==> src/rtl/cmp_dr_sequencer.sv <==
// Clocked sequencer for a dual-rail 4-phase comparator island: encode, go, capture, return-to-zero, respond.
// Optional macro CMP_SEQ_TIMEOUT_EN adds a per-phase watchdog with a RECOVER state.
module cmp_dr_sequencer #(
  parameter int WIDTH          = 4,
  parameter int SYNC_STAGES    = 2,
  parameter int SETTLE         = 1,
  parameter int TIMEOUT_CYCLES = 64
) (
  input  logic             clk,
  input  logic             reset,
  input  logic             in_valid,
  output logic             in_ready,
  input  logic [WIDTH-1:0] in_a,
  input  logic [WIDTH-1:0] in_b,
  output logic             out_valid,
  input  logic             out_ready,
  output logic             out_gt,
  output logic             out_eq,
  output logic             out_lt,
  output logic             out_err,
  output logic [WIDTH-1:0] cmp_a_1,
  output logic [WIDTH-1:0] cmp_a_0,
  output logic [WIDTH-1:0] cmp_b_1,
  output logic [WIDTH-1:0] cmp_b_0,
  output logic             cmp_go,
  output logic             cmp_reset,
  input  logic             cmp_done,
  input  logic             cmp_gt_1,
  input  logic             cmp_gt_0,
  input  logic             cmp_eq_1,
  input  logic             cmp_eq_0,
  input  logic             cmp_lt_1,
  input  logic             cmp_lt_0
);

  localparam int CNT_MAX = (TIMEOUT_CYCLES + 2 > SETTLE) ? TIMEOUT_CYCLES + 2 : SETTLE;
  localparam int CNT_W   = $clog2(CNT_MAX + 1);
  localparam logic [CNT_W-1:0] SETTLE_LAST = CNT_W'(SETTLE - 1);
`ifdef CMP_SEQ_TIMEOUT_EN
  localparam logic [CNT_W-1:0] WD_LAST  = CNT_W'(TIMEOUT_CYCLES - 1);
  localparam logic [CNT_W-1:0] REC_RST  = CNT_W'(2);
  localparam logic [CNT_W-1:0] REC_LAST = CNT_W'(TIMEOUT_CYCLES + 1);
`endif

  typedef enum logic [2:0] {
    S_IDLE,
    S_SETTLE,
    S_EVAL,
    S_CAPTURE,
    S_RTZ,
    S_RESP
`ifdef CMP_SEQ_TIMEOUT_EN
    , S_RECOVER,
    S_HALT
`endif
  } state_t;

  state_t           state, state_nxt;
  logic [CNT_W-1:0] cnt, cnt_nxt;
  logic [SYNC_STAGES-1:0] done_sync;
  logic [1:0]       rst_sh;
  logic             done_s;
  logic [WIDTH-1:0] a1_nxt, a0_nxt, b1_nxt, b0_nxt;
  logic             go_nxt, gt_nxt, eq_nxt, lt_nxt, err_nxt;

  // Each pair must be a valid codeword and exactly one relation may be true.
  function automatic logic result_ok(input logic gt1, input logic gt0, input logic eq1,
                                     input logic eq0, input logic lt1, input logic lt0);
    logic       pairs_ok;
    logic [1:0] ones;
    pairs_ok = (gt1 ^ gt0) & (eq1 ^ eq0) & (lt1 ^ lt0);
    ones     = {1'b0, gt1} + {1'b0, eq1} + {1'b0, lt1};
    return pairs_ok && (ones == 2'd1);
  endfunction

  assign done_s = done_sync[SYNC_STAGES-1];

`ifdef CMP_SEQ_TIMEOUT_EN
  assign cmp_reset = ~rst_sh[1] | ((state == S_RECOVER) && (cnt < REC_RST)) | (state == S_HALT);
`else
  assign cmp_reset = ~rst_sh[1];
`endif

  always_comb begin
    state_nxt = state;
    cnt_nxt   = cnt;
    a1_nxt    = cmp_a_1;
    a0_nxt    = cmp_a_0;
    b1_nxt    = cmp_b_1;
    b0_nxt    = cmp_b_0;
    go_nxt    = cmp_go;
    gt_nxt    = out_gt;
    eq_nxt    = out_eq;
    lt_nxt    = out_lt;
    err_nxt   = out_err;
    in_ready  = 1'b0;
    out_valid = 1'b0;
    case (state)
      S_IDLE: begin
        in_ready = rst_sh[1];
        if (in_valid && rst_sh[1]) begin
          a1_nxt    = in_a;
          a0_nxt    = ~in_a;
          b1_nxt    = in_b;
          b0_nxt    = ~in_b;
          cnt_nxt   = '0;
          state_nxt = S_SETTLE;
        end
      end
      S_SETTLE: begin
        if (cnt == SETTLE_LAST) begin
          go_nxt    = 1'b1;
          cnt_nxt   = '0;
          state_nxt = S_EVAL;
        end else begin
          cnt_nxt = cnt + 1'b1;
        end
      end
      S_EVAL: begin
        if (done_s) begin
          state_nxt = S_CAPTURE;
`ifdef CMP_SEQ_TIMEOUT_EN
        end else if (cnt == WD_LAST) begin
          {a1_nxt, a0_nxt, b1_nxt, b0_nxt} = '0;
          go_nxt    = 1'b0;
          cnt_nxt   = '0;
          state_nxt = S_RECOVER;
        end else begin
          cnt_nxt = cnt + 1'b1;
`endif
        end
      end
      S_CAPTURE: begin
        if (result_ok(cmp_gt_1, cmp_gt_0, cmp_eq_1, cmp_eq_0, cmp_lt_1, cmp_lt_0)) begin
          {gt_nxt, eq_nxt, lt_nxt, err_nxt} = {cmp_gt_1, cmp_eq_1, cmp_lt_1, 1'b0};
        end else begin
          {gt_nxt, eq_nxt, lt_nxt, err_nxt} = 4'b0001;
        end
        {a1_nxt, a0_nxt, b1_nxt, b0_nxt} = '0;
        go_nxt    = 1'b0;
        cnt_nxt   = '0;
        state_nxt = S_RTZ;
      end
      S_RTZ: begin
        if (!done_s) begin
          state_nxt = S_RESP;
`ifdef CMP_SEQ_TIMEOUT_EN
        end else if (cnt == WD_LAST) begin
          cnt_nxt   = '0;
          state_nxt = S_RECOVER;
        end else begin
          cnt_nxt = cnt + 1'b1;
`endif
        end
      end
      S_RESP: begin
        out_valid = 1'b1;
        if (out_ready) begin
          {gt_nxt, eq_nxt, lt_nxt, err_nxt} = 4'b0000;
          state_nxt = S_IDLE;
        end
      end
`ifdef CMP_SEQ_TIMEOUT_EN
      // First two cycles pulse cmp_reset, then the counter becomes the RTZ watchdog.
      S_RECOVER: begin
        if (cnt < REC_RST) begin
          cnt_nxt = cnt + 1'b1;
        end else if (!done_s) begin
          {gt_nxt, eq_nxt, lt_nxt, err_nxt} = 4'b0001;
          state_nxt = S_RESP;
        end else if (cnt == REC_LAST) begin
          state_nxt = S_HALT;
        end else begin
          cnt_nxt = cnt + 1'b1;
        end
      end
      S_HALT: begin
        state_nxt = S_HALT;
      end
`endif
      default: state_nxt = S_IDLE;
    endcase
  end

  always_ff @(posedge clk or posedge reset) begin
    if (reset) begin
      state     <= S_IDLE;
      cnt       <= '0;
      done_sync <= '0;
      rst_sh    <= '0;
      cmp_a_1   <= '0;
      cmp_a_0   <= '0;
      cmp_b_1   <= '0;
      cmp_b_0   <= '0;
      cmp_go    <= 1'b0;
      out_gt    <= 1'b0;
      out_eq    <= 1'b0;
      out_lt    <= 1'b0;
      out_err   <= 1'b0;
    end else begin
      state     <= state_nxt;
      cnt       <= cnt_nxt;
      done_sync <= {done_sync[SYNC_STAGES-2:0], cmp_done};
      rst_sh    <= {rst_sh[0], 1'b1};
      cmp_a_1   <= a1_nxt;
      cmp_a_0   <= a0_nxt;
      cmp_b_1   <= b1_nxt;
      cmp_b_0   <= b0_nxt;
      cmp_go    <= go_nxt;
      out_gt    <= gt_nxt;
      out_eq    <= eq_nxt;
      out_lt    <= lt_nxt;
      out_err   <= err_nxt;
    end
  end

endmodule

==> config.mk <==
export PLATFORM = sky130hd
export DESIGN_NAME = cmp_dr_sequencer
export DESIGN_NICKNAME = d
export VERILOG_FILES = /design/src/rtl/cmp_dr_sequencer.sv
export SDC_FILE = /design/constraint.sdc
export NUM_CORES = 1
export LEC_CHECK = 0
export CAP_MARGIN = 20
export CORE_UTILIZATION = 30
export CTS_CLUSTER_DIAMETER = 100
export CTS_CLUSTER_SIZE = 30
export DETAILED_ROUTE_END_ITERATION = 10
export GPL_TIMING_DRIVEN = 1
export SYNTH_ARGS = -nofsm -noshare
export SYNTH_HDL_FRONTEND = slang
export SYNTH_SLANG_ARGS = --single-unit
==> constraint.sdc <==
create_clock -name clk -period 3.1 [get_ports clk]
set_clock_uncertainty 0.05 [all_clocks]
set_input_delay 0.93 -clock clk [delete_from_list [all_inputs] [get_ports clk]]
set_output_delay 0.93 -clock clk [all_outputs]
set_load 0.05 [all_outputs]
* Yosys cells after proc, flatten, opt, wreduce, memory -nomap -nowiden
Cells that the tools add are included.
** Word-level totals
- Bits of input ports :: 19
- Logic and storage cells :: 78
- Register bits after elaboration :: 35
- Output and inout bits :: 24
** Cells by class
- Equal/unequal tests :: 11
- Reduce and logical (&&, ||, !) cells :: 13
- Add/sub/neg operators :: 3
- Bitwise operators :: 8
- Multiplexer cells :: 30
** Operators by type and width (number)
- $pmux 4 s2 :: 4
- $pmux 7 s3 :: 1
- $pmux 3 s6 :: 1
- $mux 4 :: 4
- $mux 3 :: 5
- $mux 7 :: 2
- $ne 2x2->1 const B :: 5
- $pmux 1 s2 :: 5
- $mux 1 :: 8
- $not 4->4 :: 2
- $reduce_and 2->1 :: 4
- $add 7x1->7 const B :: 1
- $logic_not 7->1 :: 1
- $eq 3x2->1 const B :: 2
- $eq 3x3->1 const B :: 2
- $reduce_bool 2->1 :: 3
- $reduce_and 5->1 :: 1
- $eq 3x1->1 const B :: 1
- $logic_not 3->1 :: 1
- $reduce_bool 3->1 :: 1
- $xor 1x1->1 :: 3
- $add 1x1->2 :: 1
- $add 2x1->2 :: 1
- $and 1x1->1 :: 2
- 3 further kinds :: 4

* Depth between registers and ports, before layout
Gate-level depths: netlist of the first run.
- Depth in word-level cells :: 6
- Depth in mapped cells :: 6
- Depth with buffers taken out :: 6

* Worst setup path before layout of the first run
Ideal clock, no wire load.
- Kind :: flip-flop to output port
- From :: register state[2]
- To :: output port in_ready
- Path slack :: -57 ps
- Arrival time :: 2177 ps
- Buffers on the path :: 2
- Required time :: 2120 ps
- Cell stages (with the launch flop) :: 4
- Cells stage by stage :: dfrtp_1 -> buf_6 -> clkbuf_1 -> nor4_1
** Between the ends
- Word-level cells in the longest chain between the ends :: 2
** Ends and longest elaborated chain
- start: declaration :: RTL line 58 : state_t state, state_nxt;
- start signal: assignment :: RTL line 201 : state <= state_nxt;
- $logic_not 3->1 :: RTL line 98 : case (state)
- $mux 1 :: RTL line 98
- end: declaration :: RTL line 12 : output logic in_ready,
No other way between the ends.

* Final worst setup path of the first run
- From :: register state[1]
- To :: output port in_ready
The elaborated chain is that of the path after synthesis.

==> run_results.csv, run 1 <==
group,metric,value,unit
status,run_status,"completed",
setup_path,required,2.12,ns
setup_path,terminus_of_the_critical_flop_to_flop_path,"out_gt",
floorplanning,die-width,77.9,µm
placement,portBuffers,42,
power,vdd_drop_max,0.000480,V
clock_network,ctsRootBufferMaster,"clkbuf_8",
setup_path,critPathMaxStageDelay,0.85,ns
grt,grt_start_max_net_pins,36,
synthesis,synth_simple_gate_area_share,0.238,
floorplanning,core_area,0.00554,mm²
clock_network,clkSlewWorstSetupHoldPaths,0.07,ns
synthesis,synth_enable_flop_cells,0,
timing,final_hold_viol_count,0,
routing,vias,1343,
finish,n_fill_cell,549,
floorplanning,floorplan.rows,27,
finish,drive_gt1_frac,0.175,
routing,via_per_inst,4.73,
synthesis,yosysSeqAreaShare,0.507,
grt,grt_overflow_total,0,
timing,worst-slew-pin-transition,0.517,ns
timing,setup_total_negative_slack,0,ns
timing,report.final.slew_viol_count,0,
routing,drt_pre_antenna_iters,4,
synthesis,most_frequently_used_flop_master_after_synthesis,"dfrtp_1",
setup_path,critical_path_depth,2,
synthesis,library_cells_used_by_synthesis,45,
timing,rsz0062_at_grt,"no",
routing,drc,0,
setup_path,crit_family,"buffers and inverters",
setup_path,depth_of_the_worst_register_to_register_path,5,
setup_path,timing.critical_path.from_type,"register",
synthesis,total_of_flip_flops_plus_latches_after_synthesis,35,
timing,number_of_setup_violations_in_the_final_report,0,
clock_network,clock_tree_from_tritoncts,"yes",
setup_path,worst_setup_path_end_kind,"primary output",
synthesis,syn_inst,164,
clock_network,cts_setup_buffers,0,
setup_path,regToRegStartpoint,"state[2]",
grt,grt.total_usage,0.139,
setup_path,worst_setup_path_endpoint,"in_ready",
clock_network,post_cts.resized_instances,0,
floorplanning,num_io_pins,43,
floorplanning,start_util,0.312,
timing,final.min_clock_period,2.84,ns
clock_network,cts-hold-fix-buffers,0,
timing,relSlewSlack,0.655,
synthesis,synthesis.nets,186,
placement,dpl_cell_area,0.00223,mm²
hold_path,min-delay-path-class,"reg2reg",
synthesis,area_of_the_mapped_netlist,0.00173,mm²
clock_network,cts_buffer_depth,2,
routing,drt-initial-drc-count,71,
routing,finalWirelength,3650,µm
finish,area_growth_syn_to_layout,36.9,%
power,power.density_cell_area,996,mW/mm²
setup_path,critPathMaxFanout,6,
power,power.static_leakage,1.05,nW
finish,regArea,876,µm²
clock_network,cts_buffers,5,
synthesis,largest_family_of_logic_cells_by_synthesized_area,"simple AND/OR/NAND/NOR gates",
grt,antenna_found_initial,0,
synthesis,ys_async_sr_fraction,1.00,
synthesis,synth_xor_xnor_area_share,0.0203,
clock_network,tritoncts_num_sinks,35,
finish,finish.instance_area,0.00237,mm²
setup_path,worst-r2r-setup-slack,1.28,ns
setup_path,cp_bufs_invs,1,
synthesis,yosys.area_share.adder,0.0260,
placement,dp_hpwl,2480,µm
synthesis,multiplexer_area_fraction_after_synthesis,0,
finish,fin_nets,233,
routing,antenna_violating_nets_post_route,0,
finish,multi_input_area,769,µm²
synthesis,synthesized_area_per_cell,10.5,µm²
clock_network,ctsHtreeMaxLevel,2,
setup_path,setup.worst_path.start,"state[1]",
synthesis,synthesis.yosys.warnings,0,
flow_run,cap_violations,0,
synthesis,synth_compound_area_frac,0.155,
placement,place.gp.congestion,0.737,
setup_path,worstPathCellList,"nor4_2 > clkdlybuf4s50_1",
grt,global_route_wire_length_before_repair,6520,µm
setup_path,arrival,1.86,ns
setup_path,timing.critical_path.slowest_stage_cell,"clkdlybuf4s50_1",
timing,clock.fmax,0.352,GHz
routing,route.detailed.wl_per_inst,12.8,µm
clock_network,clkLatencyLatePin,0.28,ns
finish,antenna-diode-count,0,
grt,first_global_vias,1360,
timing,final_min_period_over_clock_period,0.916,
floorplanning,die_area,0.00607,mm²
floorplanning,die_y,77.9,µm
setup_path,start_to_end_type_of_the_worst_setup_path,"reg2out",
==> synth_stat cells (all sizes together) (2+ instances only) <==
cell | number | area (µm²)
a21oi | 5 | 25.0
a31oi | 2 | 12.5
inv | 9 | 33.8
nand2b | 2 | 12.5
buf | 5 | 43.8
a22o | 4 | 35.0
clkbuf | 3 | 12.5
xnor2 | 3 | 26.3
nor4 | 3 | 40.0
nor2 | 5 | 18.8
nand3 | 20 | 130
dfrtp | 35 | 876
a41oi | 2 | 17.5
and3 | 3 | 20.0
ha | 2 | 25.0
nand3b | 2 | 15.0
a31o | 2 | 17.5
or4 | 2 | 18.8
o21ai | 13 | 106
nand2 | 27 | 109
==> worst min-delay path by stage <==
stage / from / to / slack (ns) / cells after the start
3_5_place_dp: rst_sh[0] / rst_sh[1] / 0.28 / 0
6_report: rst_sh[0] / rst_sh[1] / 0.30 / 0
3_3_place_gp: rst_sh[0] / rst_sh[1] / 0.28 / 0
4_1_cts: rst_sh[0] / rst_sh[1] / 0.30 / 0
5_1_grt: rst_sh[0] / rst_sh[1] / 0.31 / 0
2_1_floorplan: done_sync[0] / done_sync[1] / 0.28 / 0
==> layer usage <==
layer / vias to the layer above / wire (µm) / global-route usage
met5: - / 0 / 0
met4: 0 / 69 / 0.0667
met3: 7 / 180 / 0.0376
met2: 31 / 1730 / 0.221
met1: 640 / 1670 / 0.174
li1: 665 / - / -
==> layout make-up <==
class | instances | share of cell area
Sequential cell | 35 | 0.370
Multi-Input combinational cell | 112 | 0.325
Timing Repair Buffer | 48 | 0.197
Tap cell | 72 | 0.0381
Clock buffer | 6 | 0.0307
Clock inverter | 2 | 0.0254
Inverter | 9 | 0.0143
==> layout by cell type (no fill, tap or decap), types with 2 or more instances in the layout <==
| cell type | n |
|---|---|
| clkdlybuf4s50_1 | 42 |
| buf_4 | 6 |
| dfrtp_1 | 35 |
| nand3b_1 | 2 |
| bufinv_16 | 2 |
| xnor2_1 | 3 |
| inv_1 | 9 |
| o21ai_0 | 4 |
| nand2b_1 | 2 |
| nor2_1 | 5 |
| a21oi_1 | 5 |
| and3_1 | 2 |
| a22o_1 | 4 |
| o21ai_2 | 8 |
| nand3_1 | 14 |
| a41oi_1 | 2 |
| ha_1 | 2 |
| a31o_1 | 2 |
| a31oi_1 | 2 |
| clkbuf_8 | 5 |
| nor4_2 | 2 |
| nand3_2 | 6 |
| nand2_1 | 26 |
==> report_power, final <==
group | total [W] | switching (W) | leakage [nW] | internal [W]
combinational | 0.00117 | 0.000738 | 0.531 | 0.000431
clock | 0.000484 | 0.000163 | 0.0654 | 0.000321
sequential | 0.000704 | 0.000111 | 0.453 | 0.000593
total | 0.00236 | 0.00101 | 1.05 | 0.00134
==> through the flow <==
stage                      util  worst slack, ns  total power (W)  hold WS [ns]  instances
after CTS                 0.427            0.255          0.00238         0.302        284
after floorplan               -            0.506          0.00155         0.281        164
final                     0.427            0.261          0.00236         0.299        284
after detailed placement  0.403            0.338          0.00188         0.285        276
after global routing      0.427            0.196          0.00251         0.313        284
after global placement    0.403            0.392          0.00187         0.283        276
==> worst register-to-register path, stage by stage, from the launching register on <==
cell and delay, ns:
dfrtp_1 0.44, buf_4 0.21, and2b_2 0.27, nand2_4 0.18
nor4_4 0.40, a22o_1 0.20
==> state kept, by name, indices dropped and copies added, names as in the netlist <==
register,cells
cmp_a_0,4
cmp_a_1,4
cmp_b_0,4
cmp_b_1,4
cmp_go,1
cnt,7
done_sync,2
out_eq,1
out_err,1
out_gt,1
out_lt,1
rst_sh,2
state,3
==> kinds of logic after synthesis <==
| kind of cell | count (synthesis) |
|---|---|
| AOI/OAI and AO/OA | 35 |
| xor gates and xnor gates | 4 |
| adders and majority gates | 3 |
| buffers and inverters | 17 |
| DFF | 35 |
| other | 1 |
| and+or+nand+nor | 69 |
Note: power is estimated with default switching activity, not from simulation.
==> inputs of run 2 (changes only) <==
- CAP_MARGIN: 20 -> 0
- clock period: 3.1 -> 2.54 ns (I/O delays scaled with it)
==> run 2 against run 1 <==
  * Cell area is 0.21% higher
  * Sequential power is 28% higher
  * First-iteration DRC count is 15% lower
  * Critical endpoint is now cmp_reset
  * Largest power group unchanged
  * Highest routed layer unchanged
==> run_results.csv, run 2 (synthesis gave the netlist of run 1 again) <==
group,metric,value,unit
routing,finalWirelength,3650,µm
clock_network,tritoncts_num_sinks,35,
timing,relSlewSlack,0.658,
finish,drive_gt1_frac,0.188,
timing,number_of_setup_violations_in_the_final_report,0,
timing,final_min_period_over_clock_period,0.935,
floorplanning,die_area,0.00607,mm²
timing,report.final.slew_viol_count,0,
timing,worst-slew-pin-transition,0.512,ns
setup_path,start_to_end_type_of_the_worst_setup_path,"reg2out",
floorplanning,core_area,0.00554,mm²
floorplanning,die-width,77.9,µm
grt,global_route_wire_length_before_repair,6460,µm
floorplanning,die_y,77.9,µm
clock_network,ctsRootBufferMaster,"clkbuf_8",
placement,portBuffers,42,
grt,grt_overflow_total,0,
clock_network,cts_buffer_depth,2,
finish,largest_register_ffs,7,
routing,vias,1343,
setup_path,required,1.73,ns
timing,final_hold_viol_count,0,
power,combinational_fraction_of_design_power,0.505,
power,cell_internal_pwr,0.00156,W
setup_path,worst_setup_path_end_kind,"primary output",
routing,route.detailed.wl_per_inst,12.8,µm
timing,rsz0062_at_grt,"no",
clock_network,clkLatencyLatePin,0.28,ns
clock_network,cts_buffers,5,
grt,first_global_vias,1372,
routing,drc,0,
hold_path,min-delay-path-class,"reg2reg",
finish,final_core_util,0.428,
timing,setup_total_negative_slack,0,ns
routing,via_per_inst,4.71,
floorplanning,num_io_pins,43,
clock_network,clkSlewWorstSetupHoldPaths,0.07,ns
power,netSwitchingFraction,0.441,
clock_network,post_cts.resized_instances,0,
timing,clock.fmax,0.421,GHz
setup_path,critPathMaxFanout,3,
status,run_status,"completed",
power,power.static_leakage,1.05,nW
finish,antenna-diode-count,0,
clock_network,cts-hold-fix-buffers,0,
grt,grt_start_max_net_pins,36,
clock_network,clock_tree_from_tritoncts,"yes",
grt,antenna_found_initial,0,
power,clock_power_share,0.172,
finish,biggest_register,"cnt",
routing,drt-initial-drc-count,60,
routing,antenna_violating_nets_post_route,0,
placement,place.gp.congestion,0.756,
placement,dp_hpwl,2510,µm
power,netSwitchingPower,0.00123,W
clock_network,cts_setup_buffers,0,
clock_network,ctsHtreeMaxLevel,2,
setup_path,timing.critical_path.from_type,"register",
setup_path,arrival,1.56,ns
floorplanning,start_util,0.312,
flow_run,cap_violations,0,
grt,grt.total_usage,0.137,
floorplanning,floorplan.rows,27,
finish,most_common_library_cell_in_the_layout_ignoring_fill_and_taps,"clkdlybuf4s50_1",
finish,fin_nets,235,
finish,area_growth_syn_to_layout,37.2,%
power,power.density_cell_area,1170,mW/mm²
finish,most-common-layout-cells,"clkdlybuf4s50_1, dfrtp_1, nand2_1",
routing,drt_pre_antenna_iters,4,
power,sequentialPowerShare,0.323,
timing,final.min_clock_period,2.37,ns
power,vdd_drop_max,0.000502,V
## run 2: cell types whose count changed in the layout (fill, tap and decap cells not counted), sizes merged
cell           delta
buf               +4
bufinv            -1
clkdlybuf4s50     -2
## run 2: worst max-delay path, stage by stage, from the launching register on
cell and delay [ns]:
dfrtp_1 0.39, inv_1 0.09, clkdlybuf4s50_1 0.81
## run 2: worst paths after layout
kind	startpoint	end	slack [ns]	cells after the start
worst max register to register	state[2]	cmp_b_0[2]	0.75	5
worst max-delay path	rst_sh[1]	cmp_reset	0.17	2
worst min-delay path	rst_sh[0]	rst_sh[1]	0.30	0
max in group asynchronous	reset	state[1]	1.29	3
min in group asynchronous	reset	rst_sh[0]	0.83	3
worst min register to register	rst_sh[0]	rst_sh[1]	0.30	0
## run 2: area by class of cell
type / count / area (µm²)
flip-flops and latches: 35 / 876
well taps: 72 / 90.1
clock inverters: 1 / 30.0
clock buffers: 6 / 72.6
fillers: 552 / 3170
inverters: 9 / 33.8
multi-input cells: 112 / 769
repair buffers: 50 / 500
## run 2: through the flow
stage	instance area, µm²	instances	worst slack [ns]	hold slack (ns)	power (W)
finish	2370	285	0.166	0.299	0.00278
global route	2370	285	0.0765	0.312	0.00297
CTS	2370	285	0.146	0.301	0.00281
detailed placement	2270	278	-0.00319	0.285	0.00232
global placement	2270	278	0.0476	0.283	0.00230
floorplan	1740	164	0.114	0.281	0.00189
## run 2: layer usage
metal  up-vias  share of wire  GRT usage
li1        665              -          -
met1       650           0.48      0.174
met2        24           0.46      0.218
met3         4          0.042     0.0412
met4         0          0.016     0.0556
met5         -              0          0
## run 2: power groups by stage
stage	sequential (W)	combinational [W]	clock [W]
after floorplan	0.00121	0.000680	0
after global placement	0.000907	0.00140	0
after detailed placement	0.000906	0.00142	0
after CTS	0.000899	0.00142	0.000492
after global routing	0.000930	0.00152	0.000517
final	0.000899	0.00141	0.000478
==> inputs of run 3 (changes only) <==
- CORE_UTILIZATION: 30 -> 35
==> run 3 against run 2 <==
  * Global-route usage rose by 1.6 points
  * Setup slack better by 0.0063 ns
  * Non-clock buffer count did not move
  * Sequential share of layout area decreased by 0.058 points
  * Highest routed layer unchanged
==> run_results.csv, run 3 (synthesis gave the netlist of run 1 again) <==
group,metric,value,unit
grt,global_route_wire_length_before_repair,6150,µm
floorplanning,floorplan.rows,25,
timing,worst-slew-pin-transition,0.517,ns
hold_path,worst_hold_startpoint,"rst_sh[0]",
clock_network,cts_buffers,5,
grt,grt_overflow_total,0,
placement,dp_hpwl,2590,µm
setup_path,critPathMaxStageDelay,0.80,ns
finish,finish.cell_count_without_fillers,281,
setup_path,worst_setup_path_end_kind,"primary output",
setup_path,timing.critical_path.from_type,"register",
timing,relSlewSlack,0.654,
clock_network,clkLatencyLatePin,0.28,ns
status,run_status,"completed",
setup_path,worstPathCellList,"inv_1 > clkdlybuf4s50_1",
floorplanning,die_y,72.3,µm
setup_path,regToRegStartpoint,"state[2]",
setup_path,cp_bufs_invs,2,
placement,portBuffers,42,
timing,number_of_setup_violations_in_the_final_report,0,
floorplanning,die-width,72.3,µm
setup_path,setup.worst_path.start,"rst_sh[1]",
clock_network,post_cts.resized_instances,0,
timing,report.final.slew_viol_count,0,
timing,final_hold_viol_count,0,
routing,drt-initial-drc-count,79,
finish,area_growth_syn_to_layout,37.4,%
finish,most_common_library_cell_in_the_layout_ignoring_fill_and_taps,"clkdlybuf4s50_1",
routing,antenna_violating_nets_post_route,0,
finish,biggest_register,"cnt",
setup_path,critPathMaxFanout,3,
placement,place.gp.congestion,0.802,
timing,rsz0062_at_grt,"no",
power,power.static_leakage,1.06,nW
hold_path,min-delay-path-class,"reg2reg",
placement,post-place-cells,273,
floorplanning,num_io_pins,43,
grt,antenna_found_initial,0,
clock_network,clock_tree_from_tritoncts,"yes",
setup_path,arrival,1.56,ns
clock_network,tritoncts_num_sinks,35,
clock_network,ctsHtreeMaxLevel,2,
finish,antenna-diode-count,0,
routing,detailroute.wirelength.met2,1760,µm
clock_network,clkSlewWorstSetupHoldPaths,0.06,ns
grt,grt.total_usage,0.153,
routing,drc,0,
routing,finalWirelength,3680,µm
floorplanning,core_area,0.00472,mm²
power,design_power_total,0.00275,W
clock_network,cts-hold-fix-buffers,0,
finish,fin_nets,235,
flow_run,cap_violations,0,
timing,final.min_clock_period,2.37,ns
routing,top_layer_used,"met4",
routing,detailroute.wirelength.met3,162,µm
grt,grt_start_max_net_pins,36,
floorplanning,die_area,0.00523,mm²
clock_network,cts_setup_buffers,0,
grt,first_global_vias,1320,
power,power.density_cell_area,1160,mW/mm²
timing,clock.fmax,0.422,GHz
clock_network,cts_buffer_depth,2,
clock_network,ctsRootBufferMaster,"clkbuf_8",
setup_path,timing.critical_path.slowest_stage_cell,"clkdlybuf4s50_1",
finish,most-common-layout-cells,"clkdlybuf4s50_1, dfrtp_1, nand2_1",
setup_path,crit_family,"buffers and inverters",
routing,met1_length,1700,µm
routing,vias,1352,
routing,via_per_inst,4.81,
floorplanning,start_util,0.366,
finish,drive_gt1_frac,0.192,
routing,route.detailed.wl_per_inst,13.1,µm
power,vdd_drop_max,0.000557,V
setup_path,start_to_end_type_of_the_worst_setup_path,"reg2out",
finish,largest_register_ffs,7,
routing,drt_pre_antenna_iters,4,
setup_path,required,1.73,ns
timing,final_min_period_over_clock_period,0.932,
run 3: cell count changes in the layout (fill, tap and decap cells not counted), sizes merged:
| cell | change |
|---|---|
| bufinv | -1 |
| clkbuf | +2 |
run 3: stage by stage:
| step | utilization | TNS [ns] | setup slack (ns) | area, µm² | hold WS [ns] |
|---|---|---|---|---|---|
| floorplan | - | 0 | 0.114 | 1740 | 0.281 |
| global placement | 0.482 | 0 | 0.0650 | 2280 | 0.282 |
| detailed placement | 0.482 | -0.000549 | -0.000549 | 2280 | 0.286 |
| CTS | 0.503 | 0 | 0.142 | 2380 | 0.302 |
| global route | 0.503 | 0 | 0.108 | 2380 | 0.312 |
| finish | 0.503 | 0 | 0.173 | 2380 | 0.300 |
run 3: power breakdown:
group	switching [W]	internal [W]	total [W]
clock	0.000191	0.000247	0.000438
sequential	0.000168	0.000723	0.000891
combinational	0.000869	0.000547	0.00142
total	0.00123	0.00152	0.00275
run 3: path summary, 6_finish.rpt:
path / endpoint / slack [ns] / cells after the start
min: rst_sh[1] / 0.30 / 0
max reg2reg: out_lt / 0.67 / 5
max in group asynchronous: cmp_a_0[1] / 1.30 / 3
max: cmp_reset / 0.17 / 2
min in group asynchronous: cnt[0] / 0.82 / 3
min reg2reg: rst_sh[1] / 0.30 / 0
run 3: layout make-up:
class / instances / area [µm²]
clock buffers: 8 / 100
repair buffers: 50 / 513
multi-input cells: 112 / 769
inverters: 9 / 33.8
flip-flops and latches: 35 / 876
well taps: 67 / 83.8
fillers: 428 / 2350
run 3: routing by layer:
metal,vias to the layer above,GRT usage
met3,7,0.0306
met2,36,0.251
li1,666,-
met4,0,0.0719
met1,643,0.195
met5,-,0
